File: src/rtl/core_pkg.sv
// Shared definitions for the 8-bit core fetch path: state encoding,
// default widths and the branch-target field width.
package core_pkg;

  localparam int PC_W_DEF   = 10;
  localparam int LUT_AW_DEF = 5;
  localparam int TGT_W      = 8;

  typedef enum logic [1:0] {
    IDLE   = 2'd0,
    RUN    = 2'd1,
    HALTED = 2'd2
  } fetch_state_t;

endpackage

File: src/rtl/branch_lut.sv
// Branch look-up table: register array with one synchronous write port and
// one combinational read port. A same-cycle write is not visible to the read.
module branch_lut #(
  parameter int AW = 5,
  parameter int DW = 10
) (
  input  logic          clk_i,
  input  logic          rst_ni,
  input  logic          we_i,
  input  logic [AW-1:0] waddr_i,
  input  logic [DW-1:0] wdata_i,
  input  logic [AW-1:0] raddr_i,
  output logic [DW-1:0] rdata_o
);

  logic [DW-1:0] mem_q [2**AW];

  // table storage, cleared on reset, written on any state
  always_ff @(posedge clk_i or negedge rst_ni) begin
    if (!rst_ni) begin
      mem_q <= '{default: '0};
    end else if (we_i) begin
      mem_q[waddr_i] <= wdata_i;
    end
  end

  // combinational read of the pre-write contents
  always_comb begin
    rdata_o = mem_q[raddr_i];
  end

endmodule

File: src/rtl/fetch_ctrl.sv
// Instruction-fetch controller: program counter, absolute (LUT) and relative
// branches, start/halt handshake. Optional run-cycle counter on CycleCt is
// built only when FETCH_CYCLE_CNT_EN is defined.
//
// state  | meaning
// IDLE   | frozen, Pc = 0, waiting for Start low to launch
// RUN    | fetching, Pc advances by stall/halt/branch/increment rules
// HALTED | program finished, Done = 1, Pc frozen until Start high
module fetch_ctrl
  import core_pkg::*;
#(
  parameter int PC_W   = PC_W_DEF,
  parameter int LUT_AW = LUT_AW_DEF
) (
  input  logic              Clk,
  input  logic              Reset,
  input  logic              Start,
  input  logic              Stall,
  input  logic              Halt,
  input  logic              Branch,
  input  logic              BranchAbs,
  input  logic [TGT_W-1:0]  Target,
  input  logic              LutWe,
  input  logic [LUT_AW-1:0] LutAddr,
  input  logic [PC_W-1:0]   LutData,
  output logic [PC_W-1:0]   Pc,
  output logic              FetchValid,
  output logic              Done
`ifdef FETCH_CYCLE_CNT_EN
  ,
  output logic [31:0]       CycleCt
`endif
);

  fetch_state_t    state_q, state_d;
  logic [PC_W-1:0] pc_q, pc_d;
  logic [PC_W-1:0] lut_rd;
  logic [PC_W-1:0] rel_off;

  branch_lut #(
    .AW (LUT_AW),
    .DW (PC_W)
  ) u_lut (
    .clk_i   (Clk),
    .rst_ni  (Reset),
    .we_i    (LutWe),
    .waddr_i (LutAddr),
    .wdata_i (LutData),
    .raddr_i (Target[LUT_AW-1:0]),
    .rdata_o (lut_rd)
  );

  // signed 8-bit offset widened to the PC width; the add wraps naturally
  assign rel_off = PC_W'(signed'(Target));

  // state and program-counter registers
  always_ff @(posedge Clk or negedge Reset) begin
    if (!Reset) begin
      state_q <= IDLE;
      pc_q    <= '0;
    end else begin
      state_q <= state_d;
      pc_q    <= pc_d;
    end
  end

  // next state and next Pc: Start > Stall > Halt > Branch > increment
  always_comb begin
    state_d = state_q;
    pc_d    = pc_q;
    unique case (state_q)
      IDLE: begin
        pc_d = '0;
        if (!Start) state_d = RUN;
      end
      RUN: begin
        if (Start) begin
          state_d = IDLE;
          pc_d    = '0;
        end else if (Stall) begin
          pc_d = pc_q;
        end else if (Halt) begin
          state_d = HALTED;
        end else if (Branch) begin
          pc_d = BranchAbs ? lut_rd : pc_q + rel_off;
        end else begin
          pc_d = pc_q + 1'b1;
        end
      end
      HALTED: begin
        if (Start) begin
          state_d = IDLE;
          pc_d    = '0;
        end
      end
      default: begin
        state_d = IDLE;
        pc_d    = '0;
      end
    endcase
  end

  // outputs decoded purely from registered state
  always_comb begin
    Pc         = pc_q;
    FetchValid = (state_q == RUN);
    Done       = (state_q == HALTED);
  end

`ifdef FETCH_CYCLE_CNT_EN
  logic [31:0] cyc_q, cyc_d;

  // counts RUN cycles (stalls included), restarts on launch, saturates
  always_comb begin
    cyc_d = cyc_q;
    if (state_q == IDLE && !Start) begin
      cyc_d = '0;
    end else if (state_q == RUN && !Start && cyc_q != 32'hFFFF_FFFF) begin
      cyc_d = cyc_q + 32'd1;
    end
  end

  // cycle counter register
  always_ff @(posedge Clk or negedge Reset) begin
    if (!Reset) cyc_q <= '0;
    else        cyc_q <= cyc_d;
  end

  assign CycleCt = cyc_q;
`endif

endmodule

File: config.mk
export PLATFORM = sky130hd
export DESIGN_NAME = fetch_ctrl
export DESIGN_NICKNAME = d
export VERILOG_FILES = /design/src/rtl/core_pkg.sv /design/src/rtl/branch_lut.sv /design/src/rtl/fetch_ctrl.sv
export SDC_FILE = /design/constraint.sdc
export NUM_CORES = 1
export LEC_CHECK = 0
export CAP_MARGIN = 20
export CELL_PAD_IN_SITES_DETAIL_PLACEMENT = 1
export CELL_PAD_IN_SITES_GLOBAL_PLACEMENT = 2
export CORE_MARGIN = 1
export CORE_UTILIZATION = 35
export CTS_CLUSTER_SIZE = 24
export DETAILED_ROUTE_END_ITERATION = 12
export GPL_TIMING_DRIVEN = 0
export PLACE_DENSITY_LB_ADDON = 0.1
export SYNTH_ARGS = -nofsm -noshare
export SYNTH_HDL_FRONTEND = slang
export SYNTH_HIERARCHICAL = 1
export SYNTH_SLANG_ARGS = --single-unit
File: constraint.sdc
create_clock -name Clk -period 2.1 [get_ports Clk]
set_input_delay 0.21 -clock Clk [delete_from_list [all_inputs] [get_ports Clk]]
set_output_delay 0.21 -clock Clk [all_outputs]
set_load 0.005 [all_outputs]
; Word level (Yosys, flattened, before mapping)
; Index checks and enable logic that the tools add are counted.
[op_classes]
add_sub_neg = 2
order_cmp = 3
n_eq_ne = 7
mux = 19
bitwise = 2
reduce_logical = 4
[ops]
columns = op, count
row1 = 320-bit bitwise mux, 1
row2 = 10-bit two-way mux, 9
row3 = 10-bit binary-select mux with 5-bit select, 1
row4 = 10-bit demux with 5-bit select, 1
row5 = 10-bit one-hot mux with 2 select lines, 1
row6 = "6-bit >= comparator, second input constant", 2
row7 = 5-bit NOT with 6-bit output, 2
row8 = "10-bit by 1-bit adder with 10-bit output, second input constant", 1
row9 = 10-bit adder, 1
row10 = 2-bit two-way mux, 5
row11 = "3-bit inequality test, second input constant", 3
row12 = "6-bit by 1-bit < comparator with 1-bit output, second input constant", 1
row13 = 2-bit one-hot mux with 3 select lines, 1
row14 = "2-bit inequality test, second input constant", 2
row15 = 4-bit AND reduction, 1
row16 = 3-bit AND reduction, 1
row17 = "2-bit by 1-bit == test with 1-bit output, second input constant", 1
row18 = "2-bit == test, second input constant", 1
row19 = 2-bit zero test, 1
row20 = 1-bit logical AND, 1
[totals]
reg_bits = 332
out_inout_bits = 12
elab_cells = 71

; Depth between registers and ports, before layout
[logic_depth]
word_depth = 10
mapped_depth = 11

; By module
; Netlist, hierarchy kept.
[modules_own_cells]
columns = module, n_inst, cells_each, area_each_um2, seq_area_each_um2
row1 = branch_lut, 1, 1084, 15110.7, 8007.7
row2 = fetch_ctrl, 1, 167, 1303.8, 300.3

; Worst setup path after synthesis
; OpenSTA, ideal clock, no wires.
[synth_timing]
path_type = flip-flop to flip-flop
from = register pc_q[0] (netlist: Pc[0])
to = register pc_q[8] (netlist: Pc[8])
arrival_ns = 2.048
t_required_ns = 1.978
setup_slack_ns = -0.070
stages_incl_launch_ff = 10
path_buffers = 0
path_cell_list = dfrtp_1 ha_1 inv_1 fa_1 nand2b_1 a21oi_1 o311ai_1 nand2_1 or4_1 a32o_1
[synth_between]
elab_chain_cells = 7
elab_cells_between_ends = 8
[synth_lines]
columns = element, line_no
row1 = "start, declared", fetch_ctrl.sv:36  ; logic [PC_W-1:0] pc_q, pc_d;
row2 = "start signal, assigned", fetch_ctrl.sv:63  ; pc_q <= pc_d;
row3 = 10-bit adder, fetch_ctrl.sv:85  ; pc_d = BranchAbs ? lut_rd : pc_q + rel_off;
row4 = 10-bit two-way mux, fetch_ctrl.sv:85
row5 = 10-bit two-way mux *, fetch_ctrl.sv:84  ; end else if (Branch) begin
row6 = 10-bit two-way mux *, fetch_ctrl.sv:82  ; end else if (Halt) begin
row7 = 10-bit two-way mux *, fetch_ctrl.sv:80  ; end else if (Stall) begin
row8 = 10-bit two-way mux *, fetch_ctrl.sv:77  ; if (Start) begin
row9 = 10-bit one-hot mux with 2 select lines *, fetch_ctrl.sv:71  ; unique case (state_q)
; Every way passes the cells marked *; elsewhere a longest branch is shown, timed or not. The select of a mux whose other input is x is not followed.
; A chain may end at the register's enable or synchronous reset.

; Final worst setup path
; Ends and elaborated chain as after synthesis.

==> results.json <==
{
  "clk_latency_ns": 0.56,
  "cp_slowest_cell": "dfrtp_2",
  "dr.pass1.iters": 4,
  "seq_area_frac_synth": 0.5061,
  "fillers": 4704,
  "finalSetupViolCount": 3,
  "rows": 78,
  "cp-end-kind": "register",
  "cpPeakStageDelay_ns": 0.43,
  "startpoint_type": "register",
  "yosysTopAreaCell": "dfrtp_1",
  "via_per_inst": 5.367,
  "synthDistinctLibCells": 65,
  "p_sw_uw": 4832,
  "coreArea_um2": 45770,
  "yosysMostFrequentCell": "dfrtp_1",
  "io_buffers": 36,
  "final_cell_area_um2": 19430,
  "power_frac_clock": 0.388,
  "start_util": 0.3586,
  "grt_overflow": 0,
  "p_leak_uw": 0.008947,
  "synthCells": 1251,
  "grt_max_degree": 111,
  "cts_root_buf": "clkbuf_16",
  "synth_flop_cell": "dfrtp_1",
  "place_congestion": 0.7655,
  "die_h_um": 218.6,
  "hp-class": "input port to register",
  "rsz0062_at_grt": "yes",
  "finalCriticalPeriod_ns": 2.222,
  "seqPwrFrac": 0.447,
  "ant_nets": 0,
  "synth_edf_count": 0,
  "synth_area_per_cell_um2": 13.12,
  "wl_um": 50050,
  "syn_area_um2": 16410,
  "drc": 0,
  "p_per_area_nw_per_um2": 946.7,
  "synthArstFlopShare": 1.000,
  "worst_pin_slew_ns": 0.8673,
  "max_freq_ghz": 0.4500,
  "clock_sink_count": 332,
  "violations": "setup timing",
  "cp.arrival_ns": 2.66,
  "critical_path_class": "register to register",
  "place_ws_ns": -1.570,
  "ir_drop_mv": 0.5719,
  "first_global_vias": 11290,
  "dieArea_um2": 47770,
  "place_area_um2": 17630,
  "clockBufferDepth": 3,
  "r2r_slack_ns": -0.12,
  "slew-limit-headroom": 0.4218,
  "status": "finished with violations",
  "synth_top_area_frac": 0.5061,
  "drive_gt1_frac": 0.3902,
  "whs_ns": 0.1285,
  "finClkSkew_ns": 0.01052,
  "drtIter0Drc": 571,
  "swShare": 0.2626,
  "hpwl_um": 35230,
  "worstPathCellList": "ha_4, inv_2, fa_2, nand2b_4, a21oi_4, o311ai_2, nand2_1, or4_4, a32o_1",
  "power.internal_uw": 13570,
  "synthTopCellsByArea": "dfrtp_1, mux2_2, mux2i_1",
  "io_pins": 43,
  "wl_per_cell_um": 25.44,
  "synth_seq_cells": 332,
  "areaGrowthSynthToFinish_pct": 18.40,
  "cts_max_level": 2,
  "final_nets": 1379,
  "cts_buffers": 41,
  "die_w_um": 218.6,
  "min_period_over_period": 1.058,
  "maxCapViolations": 0,
  "grt_antenna_before_repair": 1,
  "total_power_uw": 18400,
  "required_ns": 2.54,
  "grt_util_all_layers": 0.2174,
  "maxSlewViolCount": 0,
  "p_comb_frac": 0.166,
  "setup_slack_ns": -0.1224,
  "path_max_fanout": 3,
  "path_clk_slew_ns": 0.06,
  "via_count": 10560,
  "final_hold_viol_count": 0,
  "final_core_util": 0.4246,
  "syn_nets": 1293,
  "cts_tree": "yes",
  "ys_top_cells_by_count": "dfrtp_1, mux2_2, mux2i_1, clkbuf_1, nand2_1",
  "yosys_warnings": 6,
  "grt_pass1_wl_um": 76260
}
==> through the flow <==
step	cells	TNS, ns
4_1_cts	1964	-0.1571
5_1_grt	1966	-0.4748
3_5_place_dp	1890	-49.18
2_1_floorplan	1251	0
6_report	1967	-0.1626
3_3_place_gp	1887	-4845.42
==> cells by family (layout without fill, tap and decap cells) <==
group,count (synthesis),after routing,synth area share
mux,483,483,0.3214
flops,332,332,0.5061
simple gates,182,182,0.07264
xor+xnor,7,7,0.004193
buf+inv,92,207,0.02706
compound gates,144,144,0.05976
fa+ha+maj,11,11,0.008842
other cells,0,1,0
==> flip-flops by register name (all words and copies together) (netlist names) <==
name / flops
Pc: 10
u_lut/mem_q: 320
state_q: 2
==> final timing paths <==
| check | start | end | depth (start not counted) |
|---|---|---|---|
| min in group asynchronous | Reset | u_lut/mem_q[274]$_DFFE_PN0P_ | 2 |
| max in group asynchronous | Reset | u_lut/mem_q[61]$_DFFE_PN0P_ | 4 |
| min reg2reg | u_lut/mem_q[167]$_DFFE_PN0P_ | u_lut/mem_q[167]$_DFFE_PN0P_ | 1 |
| min | Branch | Pc[9]$_DFFE_PN0P_ | 3 |
| max | Pc[0]$_DFFE_PN0P_ | Pc[8]$_DFFE_PN0P_ | 9 |
| max reg2reg | Pc[0]$_DFFE_PN0P_ | Pc[8]$_DFFE_PN0P_ | 9 |
==> final cells by class <==
| type | count | area, µm² | share of cell area |
|---|---|---|---|
| diodes | 1 | 2.502 | 0.0001288 |
| plain buffers | 81 | 536.8 | 0.02762 |
| clock buffers | 66 | 1272 | 0.06547 |
| clock inverters | 6 | 86.33 | 0.004442 |
| inverters | 6 | 22.52 | 0.001159 |
| multi-input cells | 827 | 7928 | 0.4079 |
| flip-flops and latches | 332 | 8317 | 0.4279 |
| well taps | 600 | 750.7 | 0.03863 |
| repair buffers | 48 | 519.2 | 0.02672 |
==> power by group through the flow <==
stage	sequential, µW	combinational [µW]	clock [µW]
2_1_floorplan	8130	2080	0
3_3_place_gp	8280	2880	0
3_5_place_dp	8310	2970	0
4_1_cts	8210	3080	7390
5_1_grt	8370	3330	7630
6_report	8220	3050	7130
==> placed cells by master, fill, tap and decap left out, types with 4 or more instances in the layout <==
cell,synthesis,layout
a21oi_1,35,34
a22o_1,20,20
a22oi_1,41,40
a31oi_2,0,7
and3_1,5,5
buf_4,13,20
buf_6,4,9
buf_8,0,8
clkbuf_1,50,52
clkbuf_16,0,43
clkbuf_2,0,5
clkbuf_4,1,4
clkbuf_8,0,11
clkdlybuf4s50_1,0,30
dfrtp_1,332,325
dfrtp_2,0,7
ha_1,10,4
inv_1,6,5
mux2_1,8,8
mux2_2,304,304
mux2_4,10,10
mux2i_1,161,153
mux2i_2,0,7
nand2_1,42,42
nand2_2,16,16
nand3_1,29,26
nand4_1,10,10
nor2_1,15,14
nor2_2,8,8
nor2_8,8,8
nor3_1,12,6
nor3_2,1,7
o21ai_0,17,17
xor2_1,4,4
==> per-layer routing <==
layer / GRT usage / vias up / part of all wire
li1: - / 4755 / -
met1: 0.3159 / 5635 / 0.50
met2: 0.3395 / 101 / 0.46
met3: 0.02825 / 63 / 0.024
met4: 0.05524 / 2 / 0.019
met5: 0 / - / 0.00018
==> critical path: cells and delay by family (launching register included) <==
family / cells / cell delay [ns]
AO/OA/AOI/OAI: 3 / 0.57
adder cells (fa/ha/maj): 2 / 0.37
buffers and inverters: 1 / 0.05
flip-flops: 1 / 0.43
AND/OR/NAND/NOR: 3 / 0.67
==> what timing repair did <==
| item | CTS | global route |
|---|---|---|
| setup buffers | 6 | 2 |
| gates resized for setup | 104 | 16 |
| endpoints found under the setup margin | 10 | 10 |
| endpoints found under the hold margin | 61 | 0 |
| pin swaps | 12 | 4 |
| hold buffers | 1 | 0 |
Power figures use the tool's default switching activity.
==> patch 1: new RTL, same flow settings <==
The option `FETCH_CYCLE_CNT_EN` is turned on by a define.
--- a/src/rtl/fetch_ctrl.sv
+++ b/src/rtl/fetch_ctrl.sv
@@ -6,6 +6,8 @@
 // IDLE   | frozen, Pc = 0, waiting for Start low to launch
 // RUN    | fetching, Pc advances by stall/halt/branch/increment rules
 // HALTED | program finished, Done = 1, Pc frozen until Start high
+`define FETCH_CYCLE_CNT_EN
+
 module fetch_ctrl
   import core_pkg::*;
 #(
Behaviour (old outputs only; new: CycleCt): no difference found for any inputs over 4 cycles, from zero or initial values and one cycle with Reset low; that may be too few to reach the edited logic, so the function may still have changed.
==> patch 1 against the unedited design <==
The flow still finishes with violations (setup timing); power increased by 7.8%; design area increased by 12%; sequential cell count increased by 32; worst setup slack improved by 0.070 ns; area after synthesis increased by 10%; routed wire length increased by 15%; count of clock-buffer cells in the layout decreased by 4; highest routed layer unchanged.
==> patch 1: results (changes against the unedited design) <==
Power
  – Leakage Power: 9.87 nW (+10%)
  – Sw Pwr: 0.00533 W (+10%)
  – Max VDD drop: 0.773 mV (+35%)
  – Sequential Power Share: 0.446 (about the same)
  – Combinational power share: 0.159 (-0.007)
  – PwrDens: 912 nW/um2 (-3.7%)

Finish
  – Share of cells above drive strength 1: 0.348 (-0.0422)
  – # nets final: 1604 (+16%)
  – # fillers: 5249 (+12%)

Timing
  – Fin worst setup slack: -0.0522 ns (+0.0701 ns)
  – Clk_skew: 0.0173 ns (+0.00675 ns)
  – Final setup violation count: 6 (+3)
  – Setup TNS: -0.0709 ns (+0.0918 ns)

Routing
  – DR vias: 12.2k (+16%)
  – Final WL: 57.4 mm (+15%)

CTS
  – CTS buffer count: 45 (+9.8%)
  – Worst-Skew Late Latency: 0.58 ns (+0.02 ns)

Placed design
  – Dpl cell area: 19700 um2 (+12%)
  – Port bufs: 69 (+92%)
  – Final Wtd Congestion: 0.829 (+8.3%)
  – Placed cells: 2173 (+15%)
  – Worst Setup Slack post-DPL: -1.58 ns (-0.0134 ns)
  – DP HPWL: 39.6 mm (+12%)

Global routing
  – Vias in the first global route: 13.5k (+19%)
  – All-Layer GR Usage: 0.223 (+0.00540)
  – First-pass GRT wire length: 87.3 mm (+14%)
  – Largest net degree at the start of global routing: 116 (+4.5%)
  – Initial antenna violation count: 6 (+5)

Setup path
  – Maximum fanout along the worst path: 10 (+7)
  – WP data arrival: 2.65 ns (about the same)

Run status
  – Status: complete, but fails checks
  – Failing checks: setup timing

Synth
  – Top cells by count, synth: 364 x dfrtp_1, 303 x mux2_2, 163 x mux2i_1
  – Net count after synthesis: 1472 (+14%)
-- patch 1: cells by family (layout without fill, tap and decap cells) --
logic type | count (synthesis) | after routing | share of synthesized area
buf+inv | 97 | 263 | 0.0248
mux | 484 | 484 | 0.292
simple gates | 289 | 289 | 0.0990
other cells | 0 | 1 | 0
compound gates | 149 | 149 | 0.0556
fa+ha+maj | 12 | 12 | 0.00871
xor+xnor | 34 | 34 | 0.0165
flops | 364 | 364 | 0.503
-- patch 1: final timing paths --
check | cells after the start | startpoint | slack, ns | to
worst max-delay path | 8 | Target[3] | -0.05 | Pc[8]
worst max register to register | 9 | Pc[0] | 0.03 | Pc[8]
worst min-delay path | 2 | Reset | 0.23 | u_lut/mem_q[243]
max in group asynchronous | 3 | Reset | 0.85 | u_lut/mem_q[267]
worst min register to register | 1 | u_lut/mem_q[186] | 0.49 | u_lut/mem_q[186]
min in group Clk | 4 | LutAddr[2] | 0.34 | u_lut/mem_q[177]
-- patch 1: layer usage --
layer / vias to the layer above / track usage / wire [um]
met4: 8 / 0.0740 / 1710
li1: 5492 / - / -
met2: 216 / 0.345 / 26100
met1: 6390 / 0.307 / 26800
met5: - / 0 / 45
met3: 109 / 0.0502 / 2720
-- patch 1: cell type report --
type,count,share of cell area
Clock inverter,19,0.00949
Antenna cell,1,0.000115
Multi-Input combinational cell,968,0.407
Timing Repair Buffer,91,0.0425
Tap cell,672,0.0387
Buffer,83,0.0228
Clock buffer,62,0.0589
Inverter,8,0.00138
Sequential cell,364,0.419
-- patch 1: what timing repair did --
item                                    CTS  global route
hold buffers                              1             0
gates cloned                              0             0
setup buffers                             8            10
hold endpoints to repair                 71             0
pin swaps                                 9             5
endpoints found under the setup margin   34            52
gates resized for setup                  82            41
==> patch 2: new RTL, same settings <==
Without the edit above. The 3 states of `fetch_state_t` get a one-hot encoding in 3 bits.
--- a/src/rtl/core_pkg.sv
+++ b/src/rtl/core_pkg.sv
@@ -6,10 +6,10 @@
   localparam int LUT_AW_DEF = 5;
   localparam int TGT_W      = 8;
 
-  typedef enum logic [1:0] {
-    IDLE   = 2'd0,
-    RUN    = 2'd1,
-    HALTED = 2'd2
+  typedef enum logic [2:0] {
+    IDLE   = 3'b001,
+    RUN    = 3'b010,
+    HALTED = 3'b100
   } fetch_state_t;
 
 endpackage
Check against the original RTL: no difference found for any inputs over 4 cycles, from zero or initial values and one cycle with Reset low; so few cycles prove little.
==> patch 2 against the unedited design <==
The flow still finishes with violations (setup timing); power barely moved; routed wire length is 2.6% higher; utilization is 0.69 points lower; count of clock-buffer cells in the layout is 5 lower; sequential share of layout area is 0.16 points higher; area after synthesis grew 0.21%; clock skew is 0.0046 ns higher; worst setup slack better by 0.11 ns; clock power fell by 0.8%; critical path depth is 2 lower; global-route usage up 0.40 points; sequential cell count rose by 1; design area fell by 0.15%; critical path type unchanged; highest routed layer is now met4.
==> patch 2: results (changes against the unedited design) <==
Synth
  – Mapped cell area: 16400 um2 (+0.21%)
  – Synth Register Bits: 333 (+0.30%)
  – Post-Synthesis Cells: 1264 (+1.0%)
  – Top cells by count, synth: 332 x dfrtp_1, 303 x mux2_2, 162 x mux2i_1
  – Top post-synthesis cells by area: dfrtp_1 51%, mux2_2 21%, mux2i_1 9.9%

Timing
  – Setup TNS: -0.0142 ns (+0.148 ns)
  – Clk_skew: 0.0151 ns (+0.00462 ns)
  – Fin worst setup slack: -0.0142 ns (+0.108 ns)
  – Final setup violation count: 1 (-2)

Finish
  – Nonclk inv count: 7 (+1)
  – Non-clk buf share: 0.0533 (-0.00102)
  – Sequential share of cell area: 0.430 (+0.00160)
  – Area taken by multi-input logic gates: 7900 um2 (-0.35%)
  – Clock Network Area Fraction: 0.0694 (-0.000477)
  – Sequential cell area: 8340 um2 (+0.23%)
  – Count of multi-input gates: 838 (+1.3%)

Run status
  – Status: complete, but fails checks
  – Failing checks: setup timing

Routing
  – M1 WL: 23.6 mm (-4.7%)
  – Via density: 5.34 (-0.58%)
  – Final WL: 51.4 mm (+2.6%)

Placed design
  – Dpl cell area: 17700 um2 (+0.23%)
  – Placed cells: 1911 (+1.1%)
  – Final Wtd Congestion: 0.828 (+8.1%)

Setup path
  – Max stage delay on crit path: 0.46 ns (+0.03 ns)
  – Setup crit start: Pc[2]

Power
  – Total power draw: 0.0184 W (about the same)
  – Comb pwr: 0.00306 W (about the same)
  – Sequential Power: 0.00825 W (about the same)
  – Max VDD drop: 0.610 mV (+6.7%)

Global routing
  – Vias in the first global route: 11.2k (-0.74%)
  – First-pass GRT wire length: 76.4 mm (+0.22%)

CTS
  – Post-CTS Setup Repair Bufs: 1 (-5)

Worst hold path
  – HP Class: input pin to asynchronous set/reset pin
patch 2: cell count changes after synthesis, sizes merged, moves of 3 or more:
cell	before	now
xnor2	3	7
xor2	4	1
nand3	30	33
a21oi	35	32
nor2	31	40
and2	1	4
o211ai	1	4
nand2b	5	8
patch 2: kinds of logic after synthesis:
logic type / after synthesis / share of synthesized area
buf+inv: 93 / 0.0265
mux: 484 / 0.321
fa+ha+maj: 11 / 0.00882
xor+xnor: 8 / 0.00426
simple gates: 196 / 0.0755
flops: 333 / 0.507
compound gates: 139 / 0.0569
patch 2: final timing paths:
kind                                    end  depth (start not counted)  slack (ns)
min reg2reg                u_lut/mem_q[177]                          1        0.48
max                                   Pc[7]                          7       -0.01
min in group Clk                      Pc[2]                          5        0.26
max in group asynchronous   u_lut/mem_q[97]                          5        0.33
max reg2reg                           Pc[7]                          7       -0.01
min                        u_lut/mem_q[185]                          2        0.16
